==> src/rtl/dqn_pkg.sv <==
// Shared definitions for the target_net sequencer.
//   - Layer codes presented on the weight-source and target_net weight buses.
//   - Default node counts and the layer sizes they imply.
//   - FSM state encoding (plain localparams for legacy-tool compatibility).
//   - layer_size(): weight words for a fully connected layer incl. one bias per node.
package dqn_pkg;

  localparam logic [1:0] LayerCodeL1 = 2'b01;
  localparam logic [1:0] LayerCodeL2 = 2'b10;
  localparam logic [1:0] LayerCodeL3 = 2'b11;

  localparam int unsigned DefInputNodes  = 2;
  localparam int unsigned DefHidden1     = 32;
  localparam int unsigned DefHidden2     = 32;
  localparam int unsigned DefOutputNodes = 3;

  // Each node owns fan_in weights followed by its bias word.
  function automatic int unsigned layer_size(input int unsigned nodes,
                                             input int unsigned fan_in);
    return nodes * (fan_in + 1);
  endfunction

  localparam int unsigned DefLayer1Size = DefHidden1 * (DefInputNodes + 1);
  localparam int unsigned DefLayer2Size = DefHidden2 * (DefHidden1 + 1);
  localparam int unsigned DefLayer3Size = DefOutputNodes * (DefHidden2 + 1);

  localparam int unsigned StateWidth = 3;

  localparam logic [StateWidth-1:0] StIdle     = 3'd0;
  localparam logic [StateWidth-1:0] StRdL1     = 3'd1;
  localparam logic [StateWidth-1:0] StRdL2     = 3'd2;
  localparam logic [StateWidth-1:0] StRdL3     = 3'd3;
  localparam logic [StateWidth-1:0] StWDone    = 3'd4;
  localparam logic [StateWidth-1:0] StLoadData = 3'd5;
  localparam logic [StateWidth-1:0] StWaitQ    = 3'd6;
  localparam logic [StateWidth-1:0] StResult   = 3'd7;

endpackage

==> src/rtl/layer_addr_gen.sv <==
// Per-layer weight read address generator.
//   clk_i, rst_i     clock, asynchronous active-high reset
//   start_i          begin a new layer at address 0 on the next cycle
//   size_i           number of words in the current layer
//   layer_i          layer code to carry alongside each read
//   rd_en_o/addr_o   weight-source read strobe and address
//   last_o           high on the cycle the final address of the layer is issued
//   wvalid_o/wlayer_o/waddr_o  read qualifiers delayed one cycle to line up with read data
module layer_addr_gen #(
  parameter int unsigned AddrWidth  = 11,
  parameter int unsigned LayerWidth = 2
) (
  input  logic                  clk_i,
  input  logic                  rst_i,
  input  logic                  start_i,
  input  logic [AddrWidth-1:0]  size_i,
  input  logic [LayerWidth-1:0] layer_i,
  output logic                  rd_en_o,
  output logic [AddrWidth-1:0]  addr_o,
  output logic                  last_o,
  output logic                  wvalid_o,
  output logic [LayerWidth-1:0] wlayer_o,
  output logic [AddrWidth-1:0]  waddr_o
);

  logic                  active_q, active_d;
  logic [AddrWidth-1:0]  addr_q, addr_d;
  logic                  wvalid_q, wvalid_d;
  logic [LayerWidth-1:0] wlayer_q, wlayer_d;
  logic [AddrWidth-1:0]  waddr_q, waddr_d;
  logic [AddrWidth-1:0]  last_addr;

  assign last_addr = size_i - AddrWidth'(1);
  assign last_o    = active_q && (addr_q == last_addr);

  always_comb begin
    active_d = active_q;
    addr_d   = addr_q;
    if (start_i) begin
      active_d = 1'b1;
      addr_d   = '0;
    end else if (active_q) begin
      if (last_o) begin
        active_d = 1'b0;
        addr_d   = '0;
      end else begin
        addr_d = addr_q + AddrWidth'(1);
      end
    end
  end

  // Read data returns one cycle after the strobe, so the qualifiers trail by one.
  always_comb begin
    wvalid_d = active_q;
    wlayer_d = active_q ? layer_i : '0;
    waddr_d  = active_q ? addr_q : '0;
  end

  always_ff @(posedge clk_i or posedge rst_i) begin
    if (rst_i) begin
      active_q <= 1'b0;
      addr_q   <= '0;
      wvalid_q <= 1'b0;
      wlayer_q <= '0;
      waddr_q  <= '0;
    end else begin
      active_q <= active_d;
      addr_q   <= addr_d;
      wvalid_q <= wvalid_d;
      wlayer_q <= wlayer_d;
      waddr_q  <= waddr_d;
    end
  end

  assign rd_en_o  = active_q;
  assign addr_o   = addr_q;
  assign wvalid_o = wvalid_q;
  assign wlayer_o = wlayer_q;
  assign waddr_o  = waddr_q;

endmodule

==> src/rtl/target_net_ctrl.sv <==
// Sequencer for the target_net inference core.
//   clk, rst                       clock, asynchronous active-high reset
//   i_update_request               reload all weights (sticky if the FSM is busy)
//   i_infer_valid/o_infer_ready    inference request handshake
//   i_state                        state vector, word k at [k*DATA_WIDTH +: DATA_WIDTH]
//   o_wsrc_*/i_wsrc_data           weight-source memory read port (1-cycle read latency)
//   o_weight_*                     weight stream into target_net
//   o_load_weight_done             one-cycle pulse after the last weight
//   o_data_*                       state vector stream into target_net
//   i_q_max_valid/i_q_max          result from target_net
//   o_q_max_valid/o_q_max          result to requester
//   o_busy, o_weights_loaded       status
module target_net_ctrl
  import dqn_pkg::*;
#(
  parameter int unsigned DATA_WIDTH                    = 32,
  parameter int unsigned LAYER_WIDTH                   = 2,
  parameter int unsigned NUMBER_OF_INPUT_NODE          = 2,
  parameter int unsigned NUMBER_OF_HIDDEN_NODE_LAYER_1 = 32,
  parameter int unsigned NUMBER_OF_HIDDEN_NODE_LAYER_2 = 32,
  parameter int unsigned NUMBER_OF_OUTPUT_NODE         = 3,
  parameter int unsigned WEIGHT_COUNTER_WIDTH          = 11,
  parameter int unsigned DATA_COUNTER_WIDTH            = 5
) (
  input  logic                                       clk,
  input  logic                                       rst,
  input  logic                                       i_update_request,
  input  logic                                       i_infer_valid,
  output logic                                       o_infer_ready,
  input  logic [NUMBER_OF_INPUT_NODE*DATA_WIDTH-1:0] i_state,
  output logic                                       o_wsrc_rd_en,
  output logic [LAYER_WIDTH-1:0]                     o_wsrc_layer,
  output logic [WEIGHT_COUNTER_WIDTH-1:0]            o_wsrc_addr,
  input  logic [DATA_WIDTH-1:0]                      i_wsrc_data,
  output logic                                       o_weight_valid,
  output logic [LAYER_WIDTH-1:0]                     o_weight_layer,
  output logic [WEIGHT_COUNTER_WIDTH-1:0]            o_weight_addr,
  output logic [DATA_WIDTH-1:0]                      o_weight,
  output logic                                       o_load_weight_done,
  output logic                                       o_data_valid,
  output logic [DATA_COUNTER_WIDTH-1:0]              o_data_addr,
  output logic [DATA_WIDTH-1:0]                      o_data,
  input  logic                                       i_q_max_valid,
  input  logic [DATA_WIDTH-1:0]                      i_q_max,
  output logic                                       o_q_max_valid,
  output logic [DATA_WIDTH-1:0]                      o_q_max,
  output logic                                       o_busy,
  output logic                                       o_weights_loaded
);

  localparam int unsigned L1Size =
      layer_size(NUMBER_OF_HIDDEN_NODE_LAYER_1, NUMBER_OF_INPUT_NODE);
  localparam int unsigned L2Size =
      layer_size(NUMBER_OF_HIDDEN_NODE_LAYER_2, NUMBER_OF_HIDDEN_NODE_LAYER_1);
  localparam int unsigned L3Size =
      layer_size(NUMBER_OF_OUTPUT_NODE, NUMBER_OF_HIDDEN_NODE_LAYER_2);
  localparam int unsigned StateBits = NUMBER_OF_INPUT_NODE * DATA_WIDTH;

  logic [StateWidth-1:0]           state_q, state_d;
  logic                            pending_q, pending_d;
  logic                            loaded_q, loaded_d;
  logic                            done_q, done_d;
  logic [StateBits-1:0]            vec_q, vec_d;
  logic [DATA_COUNTER_WIDTH-1:0]   data_cnt_q, data_cnt_d;
  logic [DATA_WIDTH-1:0]           q_max_q, q_max_d;

  logic                            gen_start;
  logic [WEIGHT_COUNTER_WIDTH-1:0] gen_size;
  logic [LAYER_WIDTH-1:0]          gen_layer;
  logic                            gen_rd_en;
  logic                            gen_last;
  logic                            update_go;
  logic                            infer_accept;
  logic [DATA_WIDTH-1:0]           data_word;

  // Layer code and size follow the current read state.
  always_comb begin
    gen_layer = '0;
    gen_size  = '0;
    unique case (state_q)
      StRdL1: begin
        gen_layer = LAYER_WIDTH'(LayerCodeL1);
        gen_size  = WEIGHT_COUNTER_WIDTH'(L1Size);
      end
      StRdL2: begin
        gen_layer = LAYER_WIDTH'(LayerCodeL2);
        gen_size  = WEIGHT_COUNTER_WIDTH'(L2Size);
      end
      StRdL3: begin
        gen_layer = LAYER_WIDTH'(LayerCodeL3);
        gen_size  = WEIGHT_COUNTER_WIDTH'(L3Size);
      end
      default: ;
    endcase
  end

  assign update_go     = (state_q == StIdle) && (pending_q || i_update_request);
  assign o_infer_ready = (state_q == StIdle) && loaded_q && !pending_q;
  assign infer_accept  = o_infer_ready && i_infer_valid && !i_update_request;

  // L1 starts straight out of IDLE; L2/L3 spend their first cycle restarting the
  // counter, which is the single idle cycle between layers on the weight stream.
  assign gen_start = update_go ||
                     (((state_q == StRdL2) || (state_q == StRdL3)) && !gen_rd_en);

  always_comb begin
    state_d    = state_q;
    pending_d  = pending_q;
    loaded_d   = loaded_q;
    done_d     = 1'b0;
    vec_d      = vec_q;
    data_cnt_d = data_cnt_q;
    q_max_d    = q_max_q;

    if ((state_q != StIdle) && i_update_request) begin
      pending_d = 1'b1;
    end

    unique case (state_q)
      StIdle: begin
        if (update_go) begin
          state_d   = StRdL1;
          pending_d = 1'b0;
          loaded_d  = 1'b0;
        end else if (infer_accept) begin
          state_d    = StLoadData;
          vec_d      = i_state;
          data_cnt_d = '0;
        end
      end
      StRdL1: if (gen_last) state_d = StRdL2;
      StRdL2: if (gen_last) state_d = StRdL3;
      StRdL3: if (gen_last) state_d = StWDone;
      StWDone: begin
        // Registered pulse lands one cycle after the last weight leaves the pipeline.
        done_d   = 1'b1;
        loaded_d = 1'b1;
        state_d  = StIdle;
      end
      StLoadData: begin
        if (data_cnt_q == DATA_COUNTER_WIDTH'(NUMBER_OF_INPUT_NODE - 1)) begin
          data_cnt_d = '0;
          state_d    = StWaitQ;
        end else begin
          data_cnt_d = data_cnt_q + DATA_COUNTER_WIDTH'(1);
        end
      end
      StWaitQ: begin
        if (i_q_max_valid) begin
          q_max_d = i_q_max;
          state_d = StResult;
        end
      end
      StResult: state_d = StIdle;
      default:  state_d = StIdle;
    endcase
  end

  always_ff @(posedge clk or posedge rst) begin
    if (rst) begin
      state_q    <= StIdle;
      pending_q  <= 1'b0;
      loaded_q   <= 1'b0;
      done_q     <= 1'b0;
      vec_q      <= '0;
      data_cnt_q <= '0;
      q_max_q    <= '0;
    end else begin
      state_q    <= state_d;
      pending_q  <= pending_d;
      loaded_q   <= loaded_d;
      done_q     <= done_d;
      vec_q      <= vec_d;
      data_cnt_q <= data_cnt_d;
      q_max_q    <= q_max_d;
    end
  end

  layer_addr_gen #(
    .AddrWidth  (WEIGHT_COUNTER_WIDTH),
    .LayerWidth (LAYER_WIDTH)
  ) u_addr_gen (
    .clk_i    (clk),
    .rst_i    (rst),
    .start_i  (gen_start),
    .size_i   (gen_size),
    .layer_i  (gen_layer),
    .rd_en_o  (gen_rd_en),
    .addr_o   (o_wsrc_addr),
    .last_o   (gen_last),
    .wvalid_o (o_weight_valid),
    .wlayer_o (o_weight_layer),
    .waddr_o  (o_weight_addr)
  );

  assign o_wsrc_rd_en = gen_rd_en;
  assign o_wsrc_layer = gen_rd_en ? gen_layer : '0;
  assign o_weight     = o_weight_valid ? i_wsrc_data : '0;

  always_comb begin
    data_word = '0;
    for (int k = 0; k < int'(NUMBER_OF_INPUT_NODE); k++) begin
      if (data_cnt_q == DATA_COUNTER_WIDTH'(k)) begin
        data_word = vec_q[k*DATA_WIDTH +: DATA_WIDTH];
      end
    end
  end

  assign o_data_valid       = (state_q == StLoadData);
  assign o_data_addr        = o_data_valid ? data_cnt_q : '0;
  assign o_data             = o_data_valid ? data_word : '0;
  assign o_q_max_valid      = (state_q == StResult);
  assign o_q_max            = o_q_max_valid ? q_max_q : '0;
  assign o_load_weight_done = done_q;
  assign o_weights_loaded   = loaded_q;
  assign o_busy             = (state_q != StIdle);

endmodule
==> config.mk <==
export PLATFORM = sky130hd
export DESIGN_NAME = target_net_ctrl
export DESIGN_NICKNAME = d
export VERILOG_FILES = /design/src/rtl/dqn_pkg.sv /design/src/rtl/layer_addr_gen.sv /design/src/rtl/target_net_ctrl.sv
export SDC_FILE = /design/constraint.sdc
export NUM_CORES = 1
export LEC_CHECK = 0
export BUFFER_PORTS_ARGS = -buffer_cell sky130_fd_sc_hd__buf_4
export CORE_ASPECT_RATIO = 1.2
export CORE_MARGIN = 2
export CORE_UTILIZATION = 49
export DETAILED_ROUTE_END_ITERATION = 7
export GPL_ROUTABILITY_DRIVEN = 0
export PLACE_DENSITY_LB_ADDON = 0.05
export RECOVER_POWER = 25
export SLEW_MARGIN = 10
export SYNTH_ARGS = -nofsm -noshare
export SYNTH_HDL_FRONTEND = slang
export SYNTH_SLANG_ARGS = --single-unit
export TNS_END_PERCENT = 5
==> constraint.sdc <==
create_clock -name clk -period 5.2 [get_ports clk]
set_input_delay 1.04 -clock clk [delete_from_list [all_inputs] [get_ports clk]]
set_output_delay 1.04 -clock clk [all_outputs]
set_load 0.01 [all_outputs]
### After elaboration in Yosys (flattened, before gate mapping)

Index checks and enable logic that the tools add are counted.

| storage, ports and cells | value |
|---|---|
| register bits after elaboration | 133 |
| input port bits | 133 |
| output and inout bits | 135 |
| logic and storage cells | 94 |

| operators by class | value |
|---|---|
| add/subtract/negate cells | 3 |
| equality and inequality tests | 18 |
| multiplexer cells | 34 |
| bitwise operators | 1 |
| reduce and logical (&&, ||, !) cells | 26 |

Operators by type and width:

| cell | count |
|---|---|
| 32-bit two-way mux | 5 |
| 11-bit two-way mux | 4 |
| 11-bit case mux with 3 select lines | 1 |
| 3-bit two-way mux | 7 |
| 3-bit case mux with 7 select lines | 1 |
| 5-bit two-way mux | 4 |
| 2-bit inequality test (second input constant) | 7 |
| 3-bit == test (second input constant) | 4 |
| 11-bit by 1-bit adder with 11-bit output (second input constant) | 1 |
| 11-bit == test | 1 |
| 11-bit by 1-bit subtractor with 11-bit output (second input constant) | 1 |
| 5-bit case mux with 2 select lines | 1 |
| 1-bit logical AND | 8 |
| 1-bit two-way mux | 8 |
| 3-bit by 2-bit == test with 1-bit output (second input constant) | 2 |
| 2-bit case mux with 3 select lines | 1 |
| 3-bit AND reduction | 2 |
| 6-bit AND reduction | 1 |
| 2-bit nonzero test | 3 |
| 5-bit by 1-bit adder with 5-bit output (second input constant) | 1 |
| 5-bit by 1-bit == test with 1-bit output (second input constant) | 1 |
| 5-bit logical NOT | 1 |
| 2-bit AND reduction | 2 |
| 3-bit by 1-bit == test with 1-bit output (second input constant) | 1 |
| 10 further kinds | 14 |

### Depth between registers and ports, before layout

| logic depth | value |
|---|---|
| depth after elaboration | 8 |
| mapped depth | 7 |
| gate-level depth less buffers | 7 |

### Hierarchy

Synthesis repeated with hierarchy kept, for this count alone.

| second synthesis, totals | value |
|---|---|
| cell total of the unflattened synthesis | 585 |
| area total of the unflattened synthesis | 6766.5 um^2 |

Modules (own cells, without submodules):

| module | instances | cells each | area an instance (um^2) | sequential area each (um^2) |
|---|---|---|---|---|
| target_net_ctrl | 1 | 438 | 5331.4 | 2677.6 |
| layer_addr_gen | 1 | 147 | 1435.1 | 650.6 |

### Worst setup path before layout

Ideal clock, no wire load.

| timing | value |
|---|---|
| path kind | register -> output |
| start point | register data_cnt_q[0] |
| end point | output o_data[10] |
| data arrival time | 1.776 ns |
| data required time | 4.160 ns |
| path slack | 2.384 ns |
| cell stages (with the launch flop) | 7 |
| buffers on the path | 1 |
| cells stage by stage | dfrtp_1 -> ha_1 -> nand2b_1 -> nor4_1 -> clkbuf_1 -> a22oi_1 -> nor2_1 |

| on the way | value |
|---|---|
| word-level cells in the longest chain between the ends | 4 |
| elaborated cells on any way between the ends | 5 |
| classes of those cells | 1 x eq/ne; 3 x mux; 1 x reduce/logical |

RTL lines:

| what | RTL line | text |
|---|---|---|
| from (decl) | target_net_ctrl.sv:64 | `logic [DATA_COUNTER_WIDTH-1:0] data_cnt_q, data_cnt_d;` |
| from (signal assigned) | target_net_ctrl.sv:174 | `data_cnt_q <= data_cnt_d;` |
| 5-bit logical NOT | target_net_ctrl.sv:203 | `if (data_cnt_q == DATA_COUNTER_WIDTH'(k)) begin` |
| 32-bit two-way mux | target_net_ctrl.sv:203 |  |
| 32-bit two-way mux * | target_net_ctrl.sv:203 |  |
| 32-bit two-way mux * | target_net_ctrl.sv:211 | `assign o_data = o_data_valid ? data_word : '0;` |
| to (decl) | target_net_ctrl.sv:42 | `output logic [DATA_WIDTH-1:0] o_data,` |

Mark *: on every way between the ends. The rest lies on a longest branch, timed or not.

### Worst setup path after layout

| timing | value |
|---|---|
| start point | register data_cnt_q[1] |
| end point | output o_data[0] |

The elaborated chain is that of the path after synthesis.

==> results.py <==
metrics = {
    "cts": {
        "hold_buffers": 0,
        "clock_path_buffers": 2,
        "htree_num_levels": 4,
        "cts_setup_buffers": 0,
        "insertion_delay_ns": 0.41,
        "clkTransAtPathRegs_ns": 0.06,
        "clock_sink_count": 133,
        "clockRootBuffer": "clkbuf_16",
        "numCtsBuffers": 17,
        "cts_resized": 0,
        "cts_tree": "built",
    },
    "synthesis": {
        "synth_xor_area_share_pct": 0.664,
        "synthAdderAreaFrac_pct": 0.759,
        "synth_nets": 680,
        "synth_top_family_by_area": "multiplexers",
        "synth_edf_count": 0,
        "postSynthCellCount": 543,
        "synth-main-ff-cell": "dfrtp_1",
        "async_flop_share_pct": 100,
        "synthSimpleGateAreaFrac_pct": 15.8,
        "netlist_area_um2": 6600,
        "synth_compound_area_share_pct": 7.78,
        "synth-seq-area-share_pct": 50.5,
        "synth_seq_cells": 133,
        "syn_avg_cell_area_um2": 12.1,
        "synth.distinct_cells": 53,
        "synth_mux_area_share_pct": 20.3,
        "yosysWarningCount": 0,
    },
    "route": {
        "via_per_inst": 5.21,
        "firstDrtPassIters": 4,
        "wire_per_inst_um": 16.9,
        "routed_wl_um": 16500,
        "wl_met3_um": 1390,
        "antenna_left": 0,
        "wl_met2_um": 8460,
        "drt-met1-wl_um": 6370,
        "first_iter_violations": 273,
        "routed.top_layer": "met4",
        "dr_total_vias": 5115,
        "drcViolationCount": 0,
    },
    "hold_path": {
        "min_path_cells": 1,
        "hold_path_class": "flop to flop",
    },
    "global_routing": {
        "grt_pass1_vias": 5115,
        "grt_overflow": 0,
        "antenna_found_initial": 0,
        "grt_start_max_net_pins": 94,
        "grtUsageTotal_pct": 23.4,
        "grt_pass1_wl_um": 26500,
    },
    "setup_path": {
        "crit_path_frequent_cell": "buf_4",
        "cp.arrival_ns": 2.32,
        "path_max_fanout": 32,
        "worstPathCellList": "inv_1 -> ha_1 -> nor4b_4 -> buf_4 -> a22oi_1 -> nor2_1 -> buf_4",
        "reg2reg_to": "vec_q[3]",
        "path_depth": 7,
        "crit_required_ns": 4.16,
        "timing.critical_path.buf_inv": 3,
        "criticalPathCategory": "flop to primary output",
        "r2r_slack_ns": 2.70,
        "cp-startpoint": "data_cnt_q[1]",
        "ff2ff_path_depth": 4,
        "timing.rr.start": "state_q[1]",
        "cp-end-kind": "primary output",
        "slowest_delay_ns": 0.43,
        "crit_family": "buffers and inverters",
        "crit_end": "o_data[0]",
        "start_kind": "flop",
        "crit_path_top_delay_cell": "buf_4",
    },
    "layout": {
        "final_nets": 937,
        "antenna-diode-count": 0,
        "layout-drive-gt1-share_pct": 50.2,
        "final_cell_mix": "271 x buf_4, 133 x dfrtp_1, 75 x and2_1, 60 x mux2_4, 49 x nor2_1",
        "layout_commonest_cell": "buf_4",
        "area_growth_pct": 40.1,
        "fillers": 953,
    },
    "outcome": {
        "status": "finished clean",
    },
    "die": {
        "rows": 46,
        "die_y_um": 131,
        "initial_core_util_pct": 50.0,
        "ios": 268,
        "dieArea_um2": 14400,
        "die_x_um": 110,
        "core_area_um2": 13200,
    },
    "timing": {
        "layout_worst_path_cycle_share_pct": 64.5,
        "hold_slack_ns": 0.497,
        "clock_skew_ns": 0.0111,
        "slew-limit-headroom_pct": 24.2,
        "tightest_slew_ns": 1.14,
        "fmaxAchievable_mhz": 298,
        "rsz0062_at_grt": "false",
        "setup_viol": 0,
        "fin_tns_setup_ns": 0,
        "slew_violations": 0,
        "hold_viol": 0,
        "min_period_ns": 3.36,
    },
    "power": {
        "ir_drop_mv": 0.235,
        "finalPower_mw": 3.07,
        "power_leakage_nw": 4.83,
        "powerDensity_nw_per_um2": 332,
    },
    "place": {
        "portBuffers": 267,
        "dp_hpwl_um": 11600,
    },
    "job": {
        "cap_violations": 0,
    },
}
-- cell type report --
cell class	instances	area (µm²)	share of cell area [%]
Sequential cell	133	3330	36.0
Clock inverter	14	178	1.92
Inverter	9	38.8	0.420
Timing Repair Buffer	273	2050	22.1
Tap cell	168	210	2.28
Multi-Input combinational cell	366	3000	32.5
Clock buffer	18	439	4.75
-- report_power, final --
group | internal [mW] | switching [mW]
Sequential | 1.11 | 0.116
Combinational | 0.329 | 0.282
Clock | 0.772 | 0.463
-- through the flow --
step           std cells  setup WS [ns]  area [µm²]  utilization, %
2_1_floorplan        543          0.606        6600               -
3_3_place_gp         949           2.31        8630            65.4
3_5_place_dp         949           2.28        8630            65.4
4_1_cts              981           1.85        9240            70.1
5_1_grt              981           1.70        9240            70.1
6_report             981           1.84        9240            70.1
-- how the worst min path moves through the flow --
stage           startpoint     endpoint  slack [ns]
5_1_grt        q_max_q[29]  q_max_q[29]        0.52
3_3_place_gp   q_max_q[31]  q_max_q[31]        0.48
3_5_place_dp   q_max_q[12]  q_max_q[12]        0.48
6_report       q_max_q[20]  q_max_q[20]        0.50
2_1_floorplan  q_max_q[30]  q_max_q[30]        0.47
4_1_cts        q_max_q[12]  q_max_q[12]        0.50
-- Yosys cell counts, types with 2 or more instances --
cell type	count	area share (%)
o21a_1	2	0.23
nor2_1	49	2.8
a21oi_1	9	0.68
o2111ai_1	2	0.27
nor3_1	2	0.15
nor3b_1	3	0.34
buf_2	2	0.15
buf_12	6	1.8
mux2_2	37	6.3
clkbuf_1	25	1.4
and4_1	2	0.27
a21o_1	4	0.46
mux2i_1	2	0.30
nand3b_1	2	0.23
nand2b_1	3	0.28
nand3_1	5	0.38
or3_4	2	0.34
nand2_1	13	0.74
nand4_1	3	0.28
and2_1	82	7.8
o31ai_1	2	0.23
ha_1	4	0.76
and3_1	5	0.47
a31oi_1	3	0.28
nor2b_1	2	0.19
o211ai_1	2	0.23
inv_1	8	0.46
o21ai_0	9	0.68
nor4_1	4	0.38
a22oi_1	32	3.6
xor2_1	4	0.53
mux2_4	60	14
dfrtp_1	133	50
-- cells by family (layout without fill, tap and decap cells) --
family,after synthesis,in the layout
AO/OA/AOI/OAI,73,73
adder cells (fa/ha/maj),4,4
AND/OR/NAND/NOR,185,185
XOR/XNOR,5,5
flip-flops,133,133
buffers and inverters,44,314
multiplexers,99,99
-- state kept, by name, indices dropped and copies added (netlist names) --
register and flops:
u_addr_gen.rd_en_o 1, u_addr_gen.wvalid_o 1, u_addr_gen.wlayer_o 2, pending_q 1, u_addr_gen.waddr_o 11, state_q 3, o_load_weight_done 1, q_max_q 32
u_addr_gen.addr_o 11, o_weights_loaded 1, data_cnt_q 5, vec_q 64
-- routing by layer --
metal	global-route usage, %	vias to the layer above
met1	28.7	2450
met4	8.09	0
li1	-	2412
met2	39.1	228
met3	6.35	25
met5	0	-
-- worst reg2reg max path, stage by stage (launching register included) --
cell     delay, ns
dfrtp_1       0.58
or3_4         0.48
or3_4         0.39
buf_4         0.46
mux2_4        0.48
(Power assumes the default switching activity.)
